===== config.mk =====
export PLATFORM = sky130hd
export DESIGN_NAME = uart_rx_byte
export DESIGN_NICKNAME = d
export VERILOG_FILES = /design/src/rtl/uart_pkg.sv /design/src/rtl/sync_2ff.sv /design/src/rtl/uart_rx_byte.sv
export SDC_FILE = /design/constraint.sdc
export NUM_CORES = 1
export LEC_CHECK = 0
export CAP_MARGIN = 15
export CORE_ASPECT_RATIO = 0.9
export CORE_MARGIN = 5
export CORE_UTILIZATION = 35
export CTS_CLUSTER_DIAMETER = 30
export DETAILED_ROUTE_END_ITERATION = 7
export GPL_TIMING_DRIVEN = 0
export PLACE_DENSITY = 0.53
export SYNTH_ARGS = -nofsm -noshare
export SYNTH_HDL_FRONTEND = slang
export SYNTH_SLANG_ARGS = --single-unit

===== constraint.sdc =====
create_clock -name sclk -period 1.53 [get_ports sclk]
set_clock_uncertainty 0.05 [all_clocks]
set_input_delay 0.306 -clock sclk [delete_from_list [all_inputs] [get_ports sclk]]
set_output_delay 0.306 -clock sclk [all_outputs]
set_load 0.02 [all_outputs]

===== src/rtl/uart_pkg.sv =====
// Shared UART types and default constants.
// The rx state enum always carries PARITY so that builds with and without
// UART_RX_PARITY_EN use the same encoding.
package uart_pkg;

  localparam int UART_CLKS_PER_BIT = 868;  // 100 MHz / 115200 baud
  localparam int UART_DATA_BITS    = 8;

  typedef enum logic [2:0] {
    IDLE   = 3'd0,
    START  = 3'd1,
    DATA   = 3'd2,
    STOP   = 3'd3,
    BREAK  = 3'd4,
    PARITY = 3'd5
  } rx_state_e;

endpackage


===== src/rtl/sync_2ff.sv =====
// Single-bit two-flop synchroniser for asynchronous boundary inputs.
// Both flops load RESET_VAL while rst is high, so the output starts at a
// known level. For an idle-high line, use RESET_VAL = 1.
module sync_2ff #(
  parameter logic RESET_VAL = 1'b1
) (
  input  logic sclk,
  input  logic rst,
  input  logic d,
  output logic q
);

  logic meta;

  // The first flop may go metastable; only the second flop drives q.
  always_ff @(posedge sclk) begin
    if (rst) begin
      meta <= RESET_VAL;
      q    <= RESET_VAL;
    end else begin
      meta <= d;
      q    <= meta;
    end
  end

endmodule


===== src/rtl/uart_rx_byte.sv =====
// Serial receiver: recovers 8N1 frames (LSB first) from an idle-high line.
// Optional feature macro: UART_RX_PARITY_EN adds a parity bit between the
// data and stop bits, plus the rx_parity_err strobe.
//
// Handshake: rx_valid is a one-cycle strobe with no back-pressure. rx_data
// holds the byte from that strobe until the next good frame.
//
// The stop-bit decision is registered once (stop_done/stop_bit) before it
// drives the strobes. rx_valid therefore rises 3+N/2+9N cycles after the
// edge that first captures the falling rxd. The FSM returns to IDLE on the
// same edge, so a start bit that directly follows the stop bit is accepted.
module uart_rx_byte
  import uart_pkg::*;
#(
  parameter int CLKS_PER_BIT = UART_CLKS_PER_BIT,
  parameter int DATA_BITS    = UART_DATA_BITS
`ifdef UART_RX_PARITY_EN
  ,
  parameter bit PARITY_ODD   = 1'b0
`endif
) (
  input  logic                 sclk,
  input  logic                 rst,
  input  logic                 rxd,
  output logic [DATA_BITS-1:0] rx_data,
  output logic                 rx_valid,
  output logic                 rx_frame_err,
`ifdef UART_RX_PARITY_EN
  output logic                 rx_parity_err,
`endif
  output logic                 rx_busy
);

  localparam int CW = $clog2(CLKS_PER_BIT);
  localparam int BW = $clog2(DATA_BITS + 1);
  localparam logic [CW-1:0] HALF_LAST = CW'(CLKS_PER_BIT / 2 - 1);
  localparam logic [CW-1:0] BIT_LAST  = CW'(CLKS_PER_BIT - 1);
  localparam logic [BW-1:0] IDX_LAST  = BW'(DATA_BITS - 1);

  logic rxd_s;

  rx_state_e            state, state_n;
  logic [CW-1:0]        cnt, cnt_n;
  logic [BW-1:0]        bitidx, bitidx_n;
  logic [DATA_BITS-1:0] shift, shift_n;
  logic                 stop_done, stop_done_n;
  logic                 stop_bit, stop_bit_n;
`ifdef UART_RX_PARITY_EN
  logic                 par_bit, par_bit_n;
  logic                 par_ok;
`endif

  sync_2ff #(.RESET_VAL(1'b1)) u_sync (
    .sclk (sclk),
    .rst  (rst),
    .d    (rxd),
    .q    (rxd_s)
  );

  // FSM state, counters, shift register and registered stop-bit decision.
  always_ff @(posedge sclk) begin
    if (rst) begin
      state     <= IDLE;
      cnt       <= '0;
      bitidx    <= '0;
      shift     <= '0;
      stop_done <= 1'b0;
      stop_bit  <= 1'b1;
`ifdef UART_RX_PARITY_EN
      par_bit   <= 1'b0;
`endif
    end else begin
      state     <= state_n;
      cnt       <= cnt_n;
      bitidx    <= bitidx_n;
      shift     <= shift_n;
      stop_done <= stop_done_n;
      stop_bit  <= stop_bit_n;
`ifdef UART_RX_PARITY_EN
      par_bit   <= par_bit_n;
`endif
    end
  end

  // Next-state logic: count to each bit's sample point and act on rxd_s there.
  always_comb begin
    state_n     = state;
    cnt_n       = cnt + CW'(1);
    bitidx_n    = bitidx;
    shift_n     = shift;
    stop_done_n = 1'b0;
    stop_bit_n  = stop_bit;
`ifdef UART_RX_PARITY_EN
    par_bit_n   = par_bit;
`endif
    case (state)
      IDLE: begin
        cnt_n = '0;
        if (!rxd_s) state_n = START;
      end
      START: begin
        // Mid-point of the start bit. A line that is high again here was a glitch.
        if (cnt == HALF_LAST) begin
          cnt_n    = '0;
          bitidx_n = '0;
          state_n  = rxd_s ? IDLE : DATA;
        end
      end
      DATA: begin
        if (cnt == BIT_LAST) begin
          cnt_n    = '0;
          shift_n  = {rxd_s, shift[DATA_BITS-1:1]};
          bitidx_n = bitidx + BW'(1);
          if (bitidx == IDX_LAST) begin
`ifdef UART_RX_PARITY_EN
            state_n = PARITY;
`else
            state_n = STOP;
`endif
          end
        end
      end
`ifdef UART_RX_PARITY_EN
      PARITY: begin
        if (cnt == BIT_LAST) begin
          cnt_n     = '0;
          par_bit_n = rxd_s;
          state_n   = STOP;
        end
      end
`endif
      STOP: begin
        if (cnt == BIT_LAST) begin
          cnt_n       = '0;
          stop_done_n = 1'b1;
          stop_bit_n  = rxd_s;
          state_n     = rxd_s ? IDLE : BREAK;
        end
      end
      BREAK: begin
        // A held-low line stays here, so it raises only one frame error.
        cnt_n = '0;
        if (rxd_s) state_n = IDLE;
      end
      default: begin
        cnt_n   = '0;
        state_n = IDLE;
      end
    endcase
  end

`ifdef UART_RX_PARITY_EN
  // Even parity: data plus parity bit hold an even number of ones.
  assign par_ok = (par_bit == ((^shift) ^ PARITY_ODD));
`endif

  // Output strobes and the data holding register, one cycle after the stop sample.
  always_ff @(posedge sclk) begin
    if (rst) begin
      rx_data       <= '0;
      rx_valid      <= 1'b0;
      rx_frame_err  <= 1'b0;
`ifdef UART_RX_PARITY_EN
      rx_parity_err <= 1'b0;
`endif
    end else begin
      rx_valid      <= 1'b0;
      rx_frame_err  <= 1'b0;
`ifdef UART_RX_PARITY_EN
      rx_parity_err <= 1'b0;
`endif
      if (stop_done) begin
        if (!stop_bit) begin
          rx_frame_err <= 1'b1;
`ifdef UART_RX_PARITY_EN
        end else if (!par_ok) begin
          rx_parity_err <= 1'b1;
`endif
        end else begin
          rx_valid <= 1'b1;
          rx_data  <= shift;
        end
      end
    end
  end

  assign rx_busy = (state != IDLE);

endmodule


==> results of run 1 <==
[layer usage]
metal  vias to the layer above  share of wire  track usage
met4                         0          0.012       0.0443
li1                        702              -            -
met5                         -              0            0
met3                         5          0.030       0.0359
met2                        15           0.47        0.209
met1                       631           0.48        0.161
[cells in the mapped netlist, types with 3 or more instances]
library cell / n
clkbuf_1: 4
a21oi_1: 21
o21ai_0: 5
nand2_1: 31
ha_1: 3
nor4_1: 3
xnor2_1: 5
dfxtp_1: 39
or3_1: 3
inv_1: 3
xor2_1: 3
nand3_1: 13
nor2_1: 21
[through the flow]
stage               cell area, sq um  hold WS, ns  setup slack (ns)  setup TNS (ns)  cells
floorplan                       1690        0.339           -0.0331         -0.0608    189
global placement                1900        0.347            -0.215           -5.48    264
detailed placement              1900        0.349            -0.274           -6.42    264
CTS                             2040        0.364            -0.180           -2.93    274
global route                    2090        0.378            -0.261           -5.02    275
finish                          2090        0.360            -0.170           -2.80    275
[layout make-up]
cell class	count	area, sq um	share of cell area
inverters	3	11.3	0.00540
well taps	62	77.6	0.0372
repair buffers	18	166	0.0798
multi-input cells	142	930	0.446
plain buffers	5	36.3	0.0174
clock buffers	6	72.6	0.0348
flip-flops and latches	39	792	0.380
[worst max path at each step]
stage,start,endpoint,slack [ns],cells past startpoint
after floorplan,cnt[0],bitidx[3],-0.03,6
after global placement,state[1],rx_busy,-0.21,3
after detailed placement,cnt[0],bitidx[1],-0.27,6
after CTS,cnt[3],cnt[8],-0.18,6
after global routing,cnt[1],bitidx[1],-0.26,7
final,cnt[1],bitidx[1],-0.17,7
[sequential cells by signal, summed over array words and instances, names as in the netlist, 3 cells and up]
name	cells
cnt	10
state	3
rx_data	8
shift	8
bitidx	4
[worst register-to-register path, cell delays in order (launching register included)]
cell     delay, ns
dfxtp_2       0.34
inv_1         0.05
ha_1          0.14
nand4_1       0.22
nor4_2        0.26
o21ai_2       0.12
or3_1         0.32
a21oi_1       0.13
[where the power goes]
part	leakage, nW	internal [W]	total (W)	switching [W]
logic	0.366	0.0000321	0.0000751	0.0000430
clock network	0.0371	0.000304	0.000622	0.000318
registers	0.319	0.00102	0.00103	0.00000734
[kinds of logic (layout without fill, tap and decap cells)]
kind of cell / Yosys count / after routing / synth area share
XOR/XNOR: 8 / 8 / 0.0424
multiplexers: 1 / 1 / 0.00606
AO/OA/AOI/OAI: 33 / 33 / 0.124
adder cells (fa/ha/maj): 3 / 3 / 0.0227
buffers and inverters: 9 / 32 / 0.0310
AND/OR/NAND/NOR: 96 / 97 / 0.301
flip-flops: 39 / 39 / 0.472
[repair_timing]
| action | 4_1_cts | 5_1_grt |
|---|---|---|
| cloned | 1 | 0 |
| setup buffers | 3 | 2 |
| endpoints found under the setup margin | 37 | 29 |
| pin swaps | 5 | 0 |
| hold buffers | 0 | 0 |
| resized for setup | 29 | 8 |
==> results_dict.tcl, run 1 <==
set metrics [dict create \
    synth-edff-count 0 \
    hold_violations 0 \
    synth.distinct_cells 41 \
    finalMaxSlewViolations 0 \
    cts_tree "built" \
    r2r-start "cnt[1]" \
    ff2ff_setup_slack_ns -0.17 \
    synthCells 189 \
    synth_top_area_frac 0.472 \
    layout_common_cells "32 x dfxtp_1, 30 x nand2_1, 21 x nor2_1, 21 x a21oi_1, 11 x nand3_1" \
    dr.pass1.iters 4 \
    io_pins 14 \
    drc 0 \
    critPathRequiredTime_ns 1.70 \
    clk_pin_slew_ns 0.07 \
    criticalPathCategory "flop to flop" \
    antenna_found_initial 0 \
    grt_max_degree 11 \
    worstReg2RegEnd "bitidx[1]" \
    hp-start "u_sync.meta" \
    fin_crit_ns 1.70 \
    placementRows 23 \
    cts_made_buffers 5 \
    fin_ws_ns -0.170 \
    cp_cell_sequence "inv_1 -> ha_1 -> nand4_1 -> nor4_2 -> o21ai_2 -> or3_1 -> a21oi_1" \
    io_buffers 13 \
    violations "negative setup slack" \
    worstRegToRegCells 7 \
    layout_commonest_cell "dfxtp_1" \
    power.leakage_nw 0.722 \
    synth_largest_area_cell "dfxtp_1" \
    maxCapViolations 0 \
    die_x_um 82.4 \
    ir_worst_vdd_mv 0.338 \
    ant_nets 0 \
    die_y_um 75.2 \
    critical_path.top_delay_family "simple AND/OR/NAND/NOR gates" \
    synth.area.top_cells "dfxtp_1 47%, nand2_1 7.0%, a21oi_1 6.4%" \
    crit_slowest_cell "dfxtp_2" \
    ctsRootBufferMaster "clkbuf_8" \
    slew_headroom 0.660 \
    outcome "finished, violations left" \
    min_to "u_sync.q" \
    worstHoldPathType "flop to flop" \
    clockBufferDepth 2 \
    final_nets 220 \
    syn2layout_area_growth_pct 26.2 \
    hold_depth 1 \
    drt_wl_total_mm 3.49 \
    min_period_over_period 1.11 \
    yosysSeqAreaShare 0.472 \
    vias 1353 \
    cp-end-kind "flop" \
    synth_seq_cells 39 \
    finalSetupViolCount 25 \
    core_sq_um 4520 \
    ys.warnings.count 0 \
    fmaxAchievable_mhz 588 \
    fillers 458 \
    clock-sinks 39 \
    initial_core_util 0.366 \
    ys_async_sr_fraction 0 \
    place.gp.congestion 0.824 \
    dp_hpwl_mm 2.44 \
    cp_max_fo 3 \
    drive_above_1_share 0.221 \
    grt_overflow 0 \
    htreeDepth 2 \
    grt_pass1_wl_mm 5.93 \
    power_w 0.00172 \
    clock_latency_ns 0.28 \
    ys.flop_type "dfxtp_1" \
    grt_pass1_vias 1293 \
    worst_slew_pin_slew_ns 0.510 \
    rsz0062_at_grt "true" \
    power_density_nw_per_um2 827 \
    first_iter_violations 79 \
    crit_path_max_incr_delay_ns 0.34 \
    vias_per_cell 4.92 \
    antenna_cells 0 \
    syn_area_sq_um 1650 \
    syn_avg_cell_area_sq_um 8.75 \
    track_usage 0.128 \
    wl_per_cell_um 12.7 \
    dieArea_sq_um 6200 \
    utilization 0.462 \
    arrival_ns 1.87 \
    syn_nets 195 \
    crit_buf_inv 1 \
    crit_path_start_kind "flop" \
]
Note: power is estimated with default switching activity, not from simulation.
==> run 2, diff against run 1 <==
--- a/config.mk
+++ b/config.mk
@@ -8,11 +8,12 @@
 export CAP_MARGIN = 15
 export CORE_ASPECT_RATIO = 0.9
 export CORE_MARGIN = 5
-export CORE_UTILIZATION = 35
+export CORE_UTILIZATION = 40
 export CTS_CLUSTER_DIAMETER = 30
 export DETAILED_ROUTE_END_ITERATION = 7
 export GPL_TIMING_DRIVEN = 0
-export PLACE_DENSITY = 0.53
+export PLACE_DENSITY = 0.59
 export SYNTH_ARGS = -nofsm -noshare
 export SYNTH_HDL_FRONTEND = slang
+export SYNTH_HIERARCHICAL = 1
 export SYNTH_SLANG_ARGS = --single-unit
==> run 2 against run 1 <==
Net effect: the run still ends with negative setup slack left; largest power group is now the clock network; total power increased by 23%; combinational power is 15% lower; core utilization up 7.6 points; cell count down 4.7%; synthesized area up 1.7%; critical path type unchanged; cell area is 5.1% higher; setup slack worse by 0.17 ns; die area is 9.7% lower; register-to-register slack got worse by 0.17 ns; non-clock buffer count rose by 10; synthesized cell count down 2.6%; sequential power is essentially flat.
==> results_dict.tcl, run 2 <==
set metrics [dict create \
    outcome "finished, violations left" \
    violations "negative setup slack" \
    cp-end-kind "flop" \
    layout_commonest_cell "dfxtp_1" \
    die_x_um 78.3 \
    largest_reg_flops 10 \
    synth_top_area_frac 0.465 \
    ys.flop_type "dfxtp_1" \
    grt_pass1_wl_mm 5.80 \
    clockBufferDepth 2 \
    synth_largest_area_cell "dfxtp_1" \
    ant_nets 0 \
    ys_async_sr_fraction 0 \
    cts_hold_buf 0 \
    fin_setup_tns_ns -5.38 \
    fmaxAchievable_mhz 536 \
    syn_area_sq_um 1680 \
    largest_register "cnt" \
    drc 0 \
    synth_most_common_cell "dfxtp_1" \
    clk_pin_slew_ns 0.08 \
    synth_common_cells "39 x dfxtp_1, 26 x nor2_1, 15 x nand2_1" \
    final_cells 262 \
    hold_violations 0 \
    critPathRequiredTime_ns 1.67 \
    dr.pass1.iters 4 \
    antenna_cells 0 \
    track_usage 0.128 \
    syn2layout_area_growth_pct 30.5 \
    cp_max_fo 5 \
    crit_path_start_kind "flop" \
    ff2ff_setup_slack_ns -0.34 \
    ctsRootBufferMaster "clkbuf_8" \
    arrival_ns 2.00 \
    cts_made_buffers 5 \
    drt_wl_total_mm 3.40 \
    clock-sinks 39 \
    io_pins 14 \
    pre_cts_ws_ns -0.491 \
    ys.warnings.count 6 \
    utilization 0.538 \
    synth_seq_cells 39 \
    maxCapViolations 0 \
    syn_avg_cell_area_sq_um 9.13 \
    worstHoldPathType "flop to flop" \
    slew_headroom 0.682 \
    dieArea_sq_um 5600 \
    final_nets 219 \
    finalSetupViolCount 27 \
    grt_overflow 0 \
    synth.area.top_cells "dfxtp_1 46%, nor2_1 5.8%, mux2i_1 4.8%" \
    wl_per_cell_um 13.0 \
    rsz0062_at_grt "true" \
    power_density_nw_per_um2 965 \
    min_period_over_period 1.22 \
    power.leakage_nw 0.801 \
    dp_hpwl_mm 2.26 \
    vias 1348 \
    layout_common_cells "33 x dfxtp_1, 26 x nor2_1, 14 x nand2_1" \
    io_buffers 13 \
    ir_worst_vdd_mv 0.501 \
    first_iter_violations 53 \
    reg_top3 "cnt (10), rx_data (8), shift (8)" \
    antenna_found_initial 0 \
    placementRows 22 \
    synth.distinct_cells 42 \
    place.gp.congestion 0.821 \
    worst_slew_pin_slew_ns 0.473 \
    synth-edff-count 0 \
    clock_latency_ns 0.29 \
    core_sq_um 4070 \
    syn_nets 190 \
    fin_crit_ns 1.87 \
    finalMaxSlewViolations 0 \
    grt_pass1_vias 1258 \
    initial_core_util 0.412 \
    fin_ws_ns -0.335 \
    htreeDepth 2 \
    criticalPathCategory "flop to flop" \
    vias_per_cell 5.15 \
    synthCells 184 \
    die_y_um 71.5 \
    grt_max_degree 14 \
    dp.cells 245 \
    yosysSeqAreaShare 0.465 \
    drive_above_1_share 0.229 \
    cts_tree "built" \
]
run 2: cell count changes in the layout (fill, tap and decap cells not counted), moves of 5 or more:
cell / before / now
mux2i_1: 1 / 8
nor2_1: 21 / 26
buf_6: 2 / 7
a21oi_1: 21 / 11
buf_4: 3 / 8
nand2_1: 30 / 14
run 2: cell type report:
| class | count | area [sq um] |
|---|---|---|
| Buffer | 11 | 86.3 |
| Inverter | 4 | 15.0 |
| Tap cell | 48 | 60.1 |
| Fill cell | 375 | 1880 |
| Clock inverter | 3 | 67.6 |
| Multi-Input combinational cell | 130 | 903 |
| Timing Repair Buffer | 22 | 198 |
| Clock buffer | 5 | 68.8 |
| Sequential cell | 39 | 793 |
run 2: kinds of logic after synthesis:
group	synth area share
AND/OR/NAND/NOR	0.297
flip-flops	0.465
AO/OA/AOI/OAI	0.0774
buffers and inverters	0.0402
multiplexers	0.0566
XOR/XNOR	0.0417
adder cells (fa/ha/maj)	0.0223
run 2: power by group:
| group | switching, W | leakage (nW) | internal, W |
|---|---|---|---|
| Clock | 0.000378 | 0.0644 | 0.000651 |
| Sequential | 0.00000527 | 0.318 | 0.00102 |
| Combinational | 0.0000352 | 0.418 | 0.0000289 |
run 2: final timing paths:
path / start / end / depth (start not counted)
max: cnt[0] / bitidx[1] / 5
min: u_sync/meta / u_sync/q / 1
max reg2reg: cnt[0] / bitidx[1] / 5
min reg2reg: u_sync/meta / u_sync/q / 1
run 2: stage by stage:
stage | power [W] | cell area [sq um] | hold slack (ns)
5_1_grt | 0.00220 | 2190 | 0.383
4_1_cts | 0.00213 | 2110 | 0.364
6_report | 0.00211 | 2190 | 0.371
3_5_place_dp | 0.00110 | 1910 | 0.351
2_1_floorplan | 0.00108 | 1720 | 0.335
3_3_place_gp | 0.00110 | 1910 | 0.347
run 2: layer usage:
metal / vias to the layer above / GRT usage / share of wire
li1: 692 / - / -
met1: 637 / 0.167 / 0.48
met2: 19 / 0.206 / 0.48
met3: 0 / 0.0490 / 0.038
met4: 0 / 0.0233 / 0
met5: - / 0 / 0
run 2: worst max-delay path, stage by stage, from the launching register on:
cell	delay [ns]
dfxtp_4	0.37
ha_4	0.15
nand4bb_4	0.11
or4_4	0.50
a211oi_4	0.26
mux2_4	0.32
run 2: timing repair:
item / CTS / global route
setup buffers: 4 / 4
pin swaps: 5 / 10
cloned: 0 / 1
endpoints found under the setup margin: 48 / 30
resized for setup: 29 / 18
endpoints found under the hold margin: 0 / 0
==> run 3, diff against run 2 <==
--- a/config.mk
+++ b/config.mk
@@ -7,7 +7,7 @@
 export LEC_CHECK = 0
 export CAP_MARGIN = 15
 export CORE_ASPECT_RATIO = 0.9
-export CORE_MARGIN = 5
+export CORE_MARGIN = 10
 export CORE_UTILIZATION = 40
 export CTS_CLUSTER_DIAMETER = 30
 export DETAILED_ROUTE_END_ITERATION = 7
==> run 3 against run 2 <==
Net effect: the run still ends with negative setup slack left; critical path type unchanged; routed wire length increased by 14%; via count grew 5.8%; die area up 29%.
==> results_dict.tcl, run 3 (same netlist as run 2, synthesis figures left out) <==
set metrics [dict create \
    fillers 351 \
    rsz0062_at_grt "true" \
    antenna_cells 0 \
    fin_setup_tns_ns -5.50 \
    fmaxAchievable_mhz 532 \
    grt_pass1_vias 1366 \
    clockBufferDepth 2 \
    worst_slew_pin_slew_ns 0.438 \
    syn2layout_area_growth_pct 37.8 \
    cp_max_fo 2 \
    dieArea_sq_um 7200 \
    fin_ws_ns -0.350 \
    drive_above_1_share 0.332 \
    dp_hpwl_mm 2.36 \
    dpl_cell_area_sq_um 1910 \
    track_usage 0.112 \
    final_nets 228 \
    antenna_found_initial 0 \
    arrival_ns 2.01 \
    maxCapViolations 0 \
    die_y_um 81.5 \
    initial_core_util 0.412 \
    largest_register "cnt" \
    htreeDepth 2 \
    finalSetupViolCount 25 \
    grt_pass1_wl_mm 6.38 \
    finalMaxSlewViolations 0 \
    layout_commonest_cell "dfxtp_1" \
    slew_headroom 0.708 \
    vias 1426 \
    power.leakage_nw 0.878 \
    drc 0 \
    regArea_sq_um 802 \
    wl_per_cell_um 14.3 \
    cts_tree "built" \
    violations "negative setup slack" \
    clock-sinks 39 \
    placementRows 22 \
    core_sq_um 4070 \
    largest_reg_flops 10 \
    ctsRootBufferMaster "clkbuf_8" \
    min_period_over_period 1.23 \
    outcome "finished, violations left" \
    power_density_nw_per_um2 763 \
    hold_violations 0 \
    ant_nets 0 \
    dr.pass1.iters 4 \
    io_buffers 13 \
    grt_max_degree 13 \
    fin_crit_ns 1.88 \
    layout_common_cells "30 x dfxtp_1, 20 x nor2_1, 14 x nand2_1, 14 x buf_4, 12 x nand3_1" \
    crit_path_start_kind "flop" \
    dp.cells 245 \
    reg_top3 "cnt (10), rx_data (8), shift (8)" \
    vias_per_cell 5.26 \
    grt_overflow 0 \
    first_iter_violations 68 \
    fin_area_sq_um 2320 \
    criticalPathCategory "flop to flop" \
    worstHoldPathType "flop to flop" \
    ir_worst_vdd_mv 0.440 \
    io_pins 14 \
    clk_pin_slew_ns 0.07 \
    drt_wl_total_mm 3.89 \
    multiInputGateArea_sq_um 987 \
    place.gp.congestion 0.809 \
    critPathRequiredTime_ns 1.66 \
    clock_latency_ns 0.29 \
    cts_made_buffers 5 \
    die_x_um 88.3 \
    cp-end-kind "flop" \
    power_w 0.00177 \
    final_cells 271 \
    timing.hold.ws_ns 0.373 \
]
-- run 3: changes by cell type in the layout (fill, tap and decap cells not counted), moves of 2 or more --
cell       previous run  this run
nor4_4                0         2
nor2_2                0         6
dfxtp_1              33        30
buf_4                 8        14
dfxtp_4               2         4
bufinv_16             2         0
nor2_1               26        20
nor4_1                3         1
buf_6                 7        10
clkinv_2              0         3
-- run 3: cell type report --
cell class,count,area share
Clock inverter,3,0.00648
Inverter,4,0.00648
Sequential cell,39,0.346
Clock buffer,5,0.0297
Timing Repair Buffer,34,0.135
Buffer,8,0.0243
Tap cell,48,0.0259
Multi-Input combinational cell,130,0.426
-- run 3: critical path, cell delays in order (launching register included) --
cell and delay, ns:
dfxtp_4 0.37, ha_4 0.15, nand4bb_4 0.12, or4_4 0.50, a211oi_4 0.26, mux2_4 0.32
-- run 3: path summary, 6_finish.rpt --
kind	cells after the start	endpoint	slack [ns]	startpoint
hold / removal	1	u_sync/q	0.37	u_sync/meta
setup / recovery	5	bitidx[1]	-0.35	cnt[1]
hold reg to reg	1	u_sync/q	0.37	u_sync/meta
setup reg to reg	5	bitidx[1]	-0.35	cnt[1]
-- run 3: per-stage QoR --
step	util	setup WS, ns
floorplan	-	-0.368
global placement	0.470	-0.463
detailed placement	0.470	-0.485
CTS	0.540	-0.419
global route	0.568	-0.394
finish	0.568	-0.350
-- run 3: repair_timing --
action,CTS,global route
hold buffers,0,0
cloned,2,0
endpoints found under the setup margin,48,30
buffers inserted,14,5
pin swaps,22,11
gates resized for setup,48,27
-- run 3: report_power, final --
group          leakage [nW]  internal (W)  switching [W]
logic                 0.510     0.0000396      0.0000415
registers             0.320       0.00101     0.00000513
clock network        0.0477      0.000312       0.000355
-- run 3: layer usage --
layer	vias to the layer above	global-route usage	part of all wire
met2	29	0.182	0.50
met5	-	0	0
met1	677	0.132	0.45
li1	714	-	-
met3	6	0.0326	0.041
met4	0	0.0613	0.017
